<file path="src/rtl/alu_arbiter.sv">
// Two-requester round-robin front end for a shared multi-cycle ALU; one op in flight at a time.
// Optional build macro ALU_ARB_TIMEOUT_EN adds a BUSY watchdog that returns an error response.
module alu_arbiter #(
    parameter int TIMEOUT_CYCLES = 16
) (
    input  logic        clk,
    input  logic        rst,
    input  logic        req0_valid,
    output logic        req0_ready,
    input  logic [31:0] req0_a,
    input  logic [31:0] req0_b,
    input  logic [4:0]  req0_sel,
    input  logic        req1_valid,
    output logic        req1_ready,
    input  logic [31:0] req1_a,
    input  logic [31:0] req1_b,
    input  logic [4:0]  req1_sel,
    output logic        rsp_valid,
    input  logic        rsp_ready,
    output logic        rsp_id,
    output logic [31:0] rsp_data,
    output logic        rsp_zero,
    output logic        rsp_err,
    output logic [31:0] alu_a,
    output logic [31:0] alu_b,
    output logic [4:0]  alu_sel,
    input  logic [31:0] alu_out,
    input  logic        alu_zero,
    input  logic        alu_complete
);

    typedef enum logic [1:0] {
        IDLE = 2'd0,
        BUSY = 2'd1,
        RESP = 2'd2
    } state_t;

    state_t      r_state;
    logic        r_lastGrant;
    logic        r_settle;
    logic [31:0] r_a;
    logic [31:0] r_b;
    logic [4:0]  r_sel;
    logic        r_rspValid;
    logic        r_rspId;
    logic [31:0] r_rspData;
    logic        r_rspZero;

    logic        w_idle;
    logic        w_grant0;
    logic        w_grant1;
    logic        w_done;

`ifdef ALU_ARB_TIMEOUT_EN
    localparam int CW = $clog2(TIMEOUT_CYCLES + 1);
    logic [CW-1:0] r_timeoutCnt;
    logic          r_rspErr;
    assign rsp_err = r_rspErr;
`else
    // Without the watchdog an error response is impossible; the parameter is inert here.
    assign rsp_err = (TIMEOUT_CYCLES < 0);
`endif

    // On a tie the requester that did not win the last accept gets the grant.
    assign w_idle     = (r_state == IDLE);
    assign w_grant0   = w_idle && req0_valid && (!req1_valid || r_lastGrant);
    assign w_grant1   = w_idle && req1_valid && (!req0_valid || !r_lastGrant);
    assign req0_ready = w_grant0;
    assign req1_ready = w_grant1;

    // The first BUSY cycle lets the ALU see fresh operands, so a stale complete is ignored.
    assign w_done = !r_settle && alu_complete;

    assign rsp_valid = r_rspValid;
    assign rsp_id    = r_rspId;
    assign rsp_data  = r_rspData;
    assign rsp_zero  = r_rspZero;
    assign alu_a     = r_a;
    assign alu_b     = r_b;
    assign alu_sel   = r_sel;

    always_ff @(posedge clk or posedge rst) begin
        if (rst) begin
            r_state     <= IDLE;
            r_lastGrant <= 1'b1;
            r_settle    <= 1'b0;
            r_a         <= '0;
            r_b         <= '0;
            r_sel       <= '0;
            r_rspValid  <= 1'b0;
            r_rspId     <= 1'b0;
            r_rspData   <= '0;
            r_rspZero   <= 1'b0;
`ifdef ALU_ARB_TIMEOUT_EN
            r_rspErr     <= 1'b0;
            r_timeoutCnt <= '0;
`endif
        end else begin
            case (r_state)
                IDLE: begin
                    if (w_grant0 || w_grant1) begin
                        r_a         <= w_grant1 ? req1_a   : req0_a;
                        r_b         <= w_grant1 ? req1_b   : req0_b;
                        r_sel       <= w_grant1 ? req1_sel : req0_sel;
                        r_rspId     <= w_grant1;
                        r_lastGrant <= w_grant1;
                        r_settle    <= 1'b1;
`ifdef ALU_ARB_TIMEOUT_EN
                        r_timeoutCnt <= '0;
`endif
                        r_state     <= BUSY;
                    end
                end
                BUSY: begin
                    r_settle <= 1'b0;
                    if (w_done) begin
                        r_rspData  <= alu_out;
                        r_rspZero  <= alu_zero;
                        r_rspValid <= 1'b1;
`ifdef ALU_ARB_TIMEOUT_EN
                        r_rspErr   <= 1'b0;
`endif
                        r_state    <= RESP;
                    end
`ifdef ALU_ARB_TIMEOUT_EN
                    else if (r_timeoutCnt == CW'(TIMEOUT_CYCLES - 1)) begin
                        r_rspData  <= '0;
                        r_rspZero  <= 1'b0;
                        r_rspErr   <= 1'b1;
                        r_rspValid <= 1'b1;
                        r_state    <= RESP;
                    end else begin
                        r_timeoutCnt <= r_timeoutCnt + 1'b1;
                    end
`endif
                end
                RESP: begin
                    if (rsp_ready) begin
                        r_rspValid <= 1'b0;
                        r_state    <= IDLE;
                    end
                end
                default: begin
                    r_rspValid <= 1'b0;
                    r_state    <= IDLE;
                end
            endcase
        end
    end

endmodule
</file>
<file path="config.mk">
export PLATFORM = sky130hd
export DESIGN_NAME = alu_arbiter
export DESIGN_NICKNAME = d
export VERILOG_FILES = /design/src/rtl/alu_arbiter.sv
export SDC_FILE = /design/constraint.sdc
export NUM_CORES = 1
export LEC_CHECK = 0
export BUFFER_PORTS_ARGS = -buffer_cell sky130_fd_sc_hd__buf_2
export CAP_MARGIN = 5
export CORE_UTILIZATION = 41
export CTS_CLUSTER_SIZE = 30
export DETAILED_ROUTE_END_ITERATION = 12
export GPL_TIMING_DRIVEN = 0
export PLACE_DENSITY = 0.88
export SLEW_MARGIN = 25
export SYNTH_ARGS = -nofsm -noshare
export SYNTH_HDL_FRONTEND = slang
export SYNTH_SLANG_ARGS = --single-unit
</file>
<file path="constraint.sdc">
create_clock -name clk -period 2.9 [get_ports clk]
set_input_delay 0.145 -clock clk [delete_from_list [all_inputs] [get_ports clk]]
set_output_delay 0.145 -clock clk [all_outputs]
set_load 0.01 [all_outputs]
</file>
==> summary.txt <==
Place
  – Input/output buffers: 281
  – HPWL reported at the end of detailed placement: 12.5 mm
  – Placer's final routability congestion estimate: 0.836
  – Post-DP Area: 7060 um2

GRT
  – GRT Resource Usage Total: 24.5%
  – Number of global-route vias before repair: 4874
  – Maximum number of pins on one net before global-route repair: 33
  – Global-route wire length before repair: 25.0 mm
  – Initial antenna violation count: 0
  – Grt ovf: 0

STA
  – Final-layout setup total negative slack: 0 ps
  – Slew at the pin closest to its max-slew limit: 567 ps
  – Number of slew-limit violations in the final report: 0
  – Final count of negative-setup-slack endpoints: 0
  – Clock Skew: 9.19 ps
  – Worst hold margin: 20.6 ps
  – Max transition margin: 62.2%
  – Max Fclk: 0.438 GHz
  – Setup repair after global routing missed its margin: false
  – Post-route fraction of the period consumed by the critical path: 78.7%
  – Time the worst path needs with I/O delays and setup: 2280 ps
  – Final hold violation count: 0

Yosys
  – Proportion of synthesized area in mux cells: 9.00%
  – Compound-gate portion of the synthesized area: 28.4%
  – Xor/xnor cell area share of the yosys netlist: 0%
  – Total of flip-flops plus latches after synthesis: 108
  – Adder and majority gate portion of the synthesized area: 0%
  – Distinct cell type count of the synthesized netlist: 29
  – Syn nets: 676
  – Largest family of logic cells by synthesized area: compound AO/OA/AOI/OAI gates
  – Cells after Synth: 499
  – Synthesized area per cell: 10.7 um2
  – Synthesis Warnings: 0
  – Syn Std Cell Area: 5340 um2
  – Simple-gate share of the synthesized area: 1.24%
  – Sequential area share after synthesis: 50.6%

Critical path
  – Endpoint class of the critical path: primary output
  – Critical path startpoint category: register
  – Start-to-end type of the worst setup path: reg -> out
  – Worst endpoint required time: 2760 ps
  – Worst-path maximum fanout: 10
  – Data arrival time of the critical path: 2140 ps
  – Slack of the worst reg-to-reg path: 940 ps

Clock network
  – Clock input transition at the sequential cells of the worst setup and hold paths: 70 ps
  – Post-cts sizing count: 0
  – Clock root buffer: clkbuf_16
  – H-tree depth reported by CTS: 3
  – Clock latency at the later pin of the worst-skew pair: 350 ps
  – Cts bufs inserted: 9
  – Deepest clock path buffer count: 2
  – CTS tree: done
  – Clock sink count: 108

Pwr
  – Cell-internal power: 4.52 mW
  – Worst VDD drop: 388 uV
  – Clock Power Share: 16.6%
  – Leak: 3.65 nW
  – Seq pwr share: 35.4%
  – Sw Ratio: 39.9%
  – Design Power: 7.52 mW
  – Net switching power: 3.00 mW
  – Total power per unit cell area: 1020 nW/um2
  – Part of the power in combinational logic: 48.0%

Outcome
  – Outcome: completed

Route
  – Post-Route WL: 16.8 mm
  – DR vias: 5246
  – ANT nets after route: 0
  – First-pass detailed-route iteration total: 5
  – Vias per std cell: 5.39
  – Starting DRT DRC Count: 370
  – Average routed wire per standard cell: 17.3 um
  – # DRC: 0

Finish
  – Total inserted antenna cells: 0
  – Non-Filler Cell Area, Final: 7370 um2
  – Fill cells: 1066
  – Layout cell share with drive strength beyond 1: 44.2%
  – Finished Core Util: 58.2%
  – Leading cell types in the layout, fill and taps excluded: buf_2 (286), dfrtp_1 (107), inv_1 (70), o211ai_1 (70), o2111ai_1 (69)
  – Area growth syn-to-layout: 38.0%
  – Most common cell after layout, fill and taps aside: buf_2
  – Nets: 973

Die
  – Area of the core region: 12700 um2
  – Boundary pin count: 284
  – Number of placement rows: 41
  – Die Outline Area: 13500 um2
  – Die Wd: 116 um
  – Starting density of the core: 42.1%
  – Die boundary height: 116 um

Run
  – Max-cap violations: 0

Worst hold path
  – Min-Delay Path Class: in -> reg
[repair_timing]
item	CTS	global route
hold buffers	1	0
buffers inserted	0	0
endpoints found under the hold margin	29	0
[cells by family (layout without fill, tap and decap cells)]
family                 count (synthesis)  in the layout
AOI/OAI and AO/OA                    215            215
muxes                                 33             33
and+or+nand+nor                       12             12
buffers and inverters                130            432
DFF                                  108            108
other                                  1              1
[worst paths after layout]
| path | startpoint | to | cells past startpoint |
|---|---|---|---|
| max in group asynchronous | rst | alu_a[4] | 5 |
| max | r_state[0] | req1_ready | 5 |
| min reg2reg | rsp_id | rsp_id | 1 |
| min in group asynchronous | rst | rsp_data[23] | 3 |
| min | alu_out[19] | rsp_data[19] | 2 |
| max reg2reg | r_lastGrant | alu_a[22] | 5 |
[synthesized netlist by cell type]
| master | number | area share, % |
|---|---|---|
| o21ai_1 | 10 | 0.94 |
| a21o_1 | 3 | 0.42 |
| conb_1 | 1 | 0.070 |
| nand2b_1 | 1 | 0.12 |
| inv_2 | 2 | 0.14 |
| nand3_1 | 1 | 0.094 |
| a21oi_1 | 1 | 0.094 |
| clkbuf_2 | 2 | 0.19 |
| nand2_1 | 4 | 0.28 |
| o21ai_0 | 62 | 5.8 |
| mux2_2 | 4 | 0.84 |
| buf_1 | 1 | 0.070 |
| buf_12 | 2 | 0.75 |
| mux2_4 | 29 | 8.2 |
| dfstp_2 | 1 | 0.49 |
| buf_4 | 1 | 0.14 |
| dfrtp_1 | 107 | 50 |
| clkbuf_1 | 42 | 3.0 |
| o2111ai_1 | 69 | 11 |
| o211ai_1 | 70 | 9.8 |
| nor2_2 | 1 | 0.12 |
| or2_1 | 1 | 0.12 |
| nor2_1 | 1 | 0.070 |
| buf_8 | 1 | 0.28 |
| buf_6 | 3 | 0.63 |
| nor2_4 | 1 | 0.21 |
| buf_2 | 5 | 0.47 |
| inv_1 | 71 | 5.0 |
| nor2b_1 | 2 | 0.23 |
[critical path: stages, from the launching register on]
cell and delay, ps:
dfrtp_1 450, nor2_4 320, nand3_1 430, buf_2 350, inv_2 90, buf_2 140
[metrics by stage]
stage,instances,worst slack (ps)
3_3_place_gp,952,757
3_5_place_dp,956,932
6_report,973,618
5_1_grt,973,459
4_1_cts,973,573
2_1_floorplan,499,1450
[routing by layer]
layer  GRT usage, %  routed length (um)  vias up  share of wire [%]
met4           9.57                 367        0                2.2
met2           42.4                8380      273                 50
li1               -                   -     2446                  -
met1           29.5                6710     2494                 40
met3           5.66                1370       33                8.2
met5              0                   0        -                  0
[state kept, by name, indices dropped and copies added (netlist names)]
| name | count |
|---|---|
| rsp_zero | 1 |
| rsp_data | 32 |
| alu_a | 32 |
| r_settle | 1 |
| r_lastGrant | 1 |
| alu_sel | 5 |
| rsp_id | 1 |
| r_state | 2 |
| alu_b | 32 |
| rsp_valid | 1 |
[cell type report]
class	instances	area (um2)	share of cell area, %
flip-flops and latches	108	2700	36.7
multi-input cells	261	2070	28.1
repair buffers	286	1510	20.5
plain buffers	57	293	3.97
inverters	73	278	3.77
clock buffers	9	225	3.06
well taps	172	215	2.92
clock inverters	7	73.8	1.00
[power by group through the flow]
stage               clock network, mW  logic (mW)  registers (mW)
floorplan                           0        1.84            2.98
global placement                    0        3.52            2.64
detailed placement                  0        3.60            2.67
CTS                              1.28        3.62            2.66
global route                     1.34        3.94            2.75
finish                           1.25        3.61            2.66
Note: power is estimated with default switching activity, not from simulation.
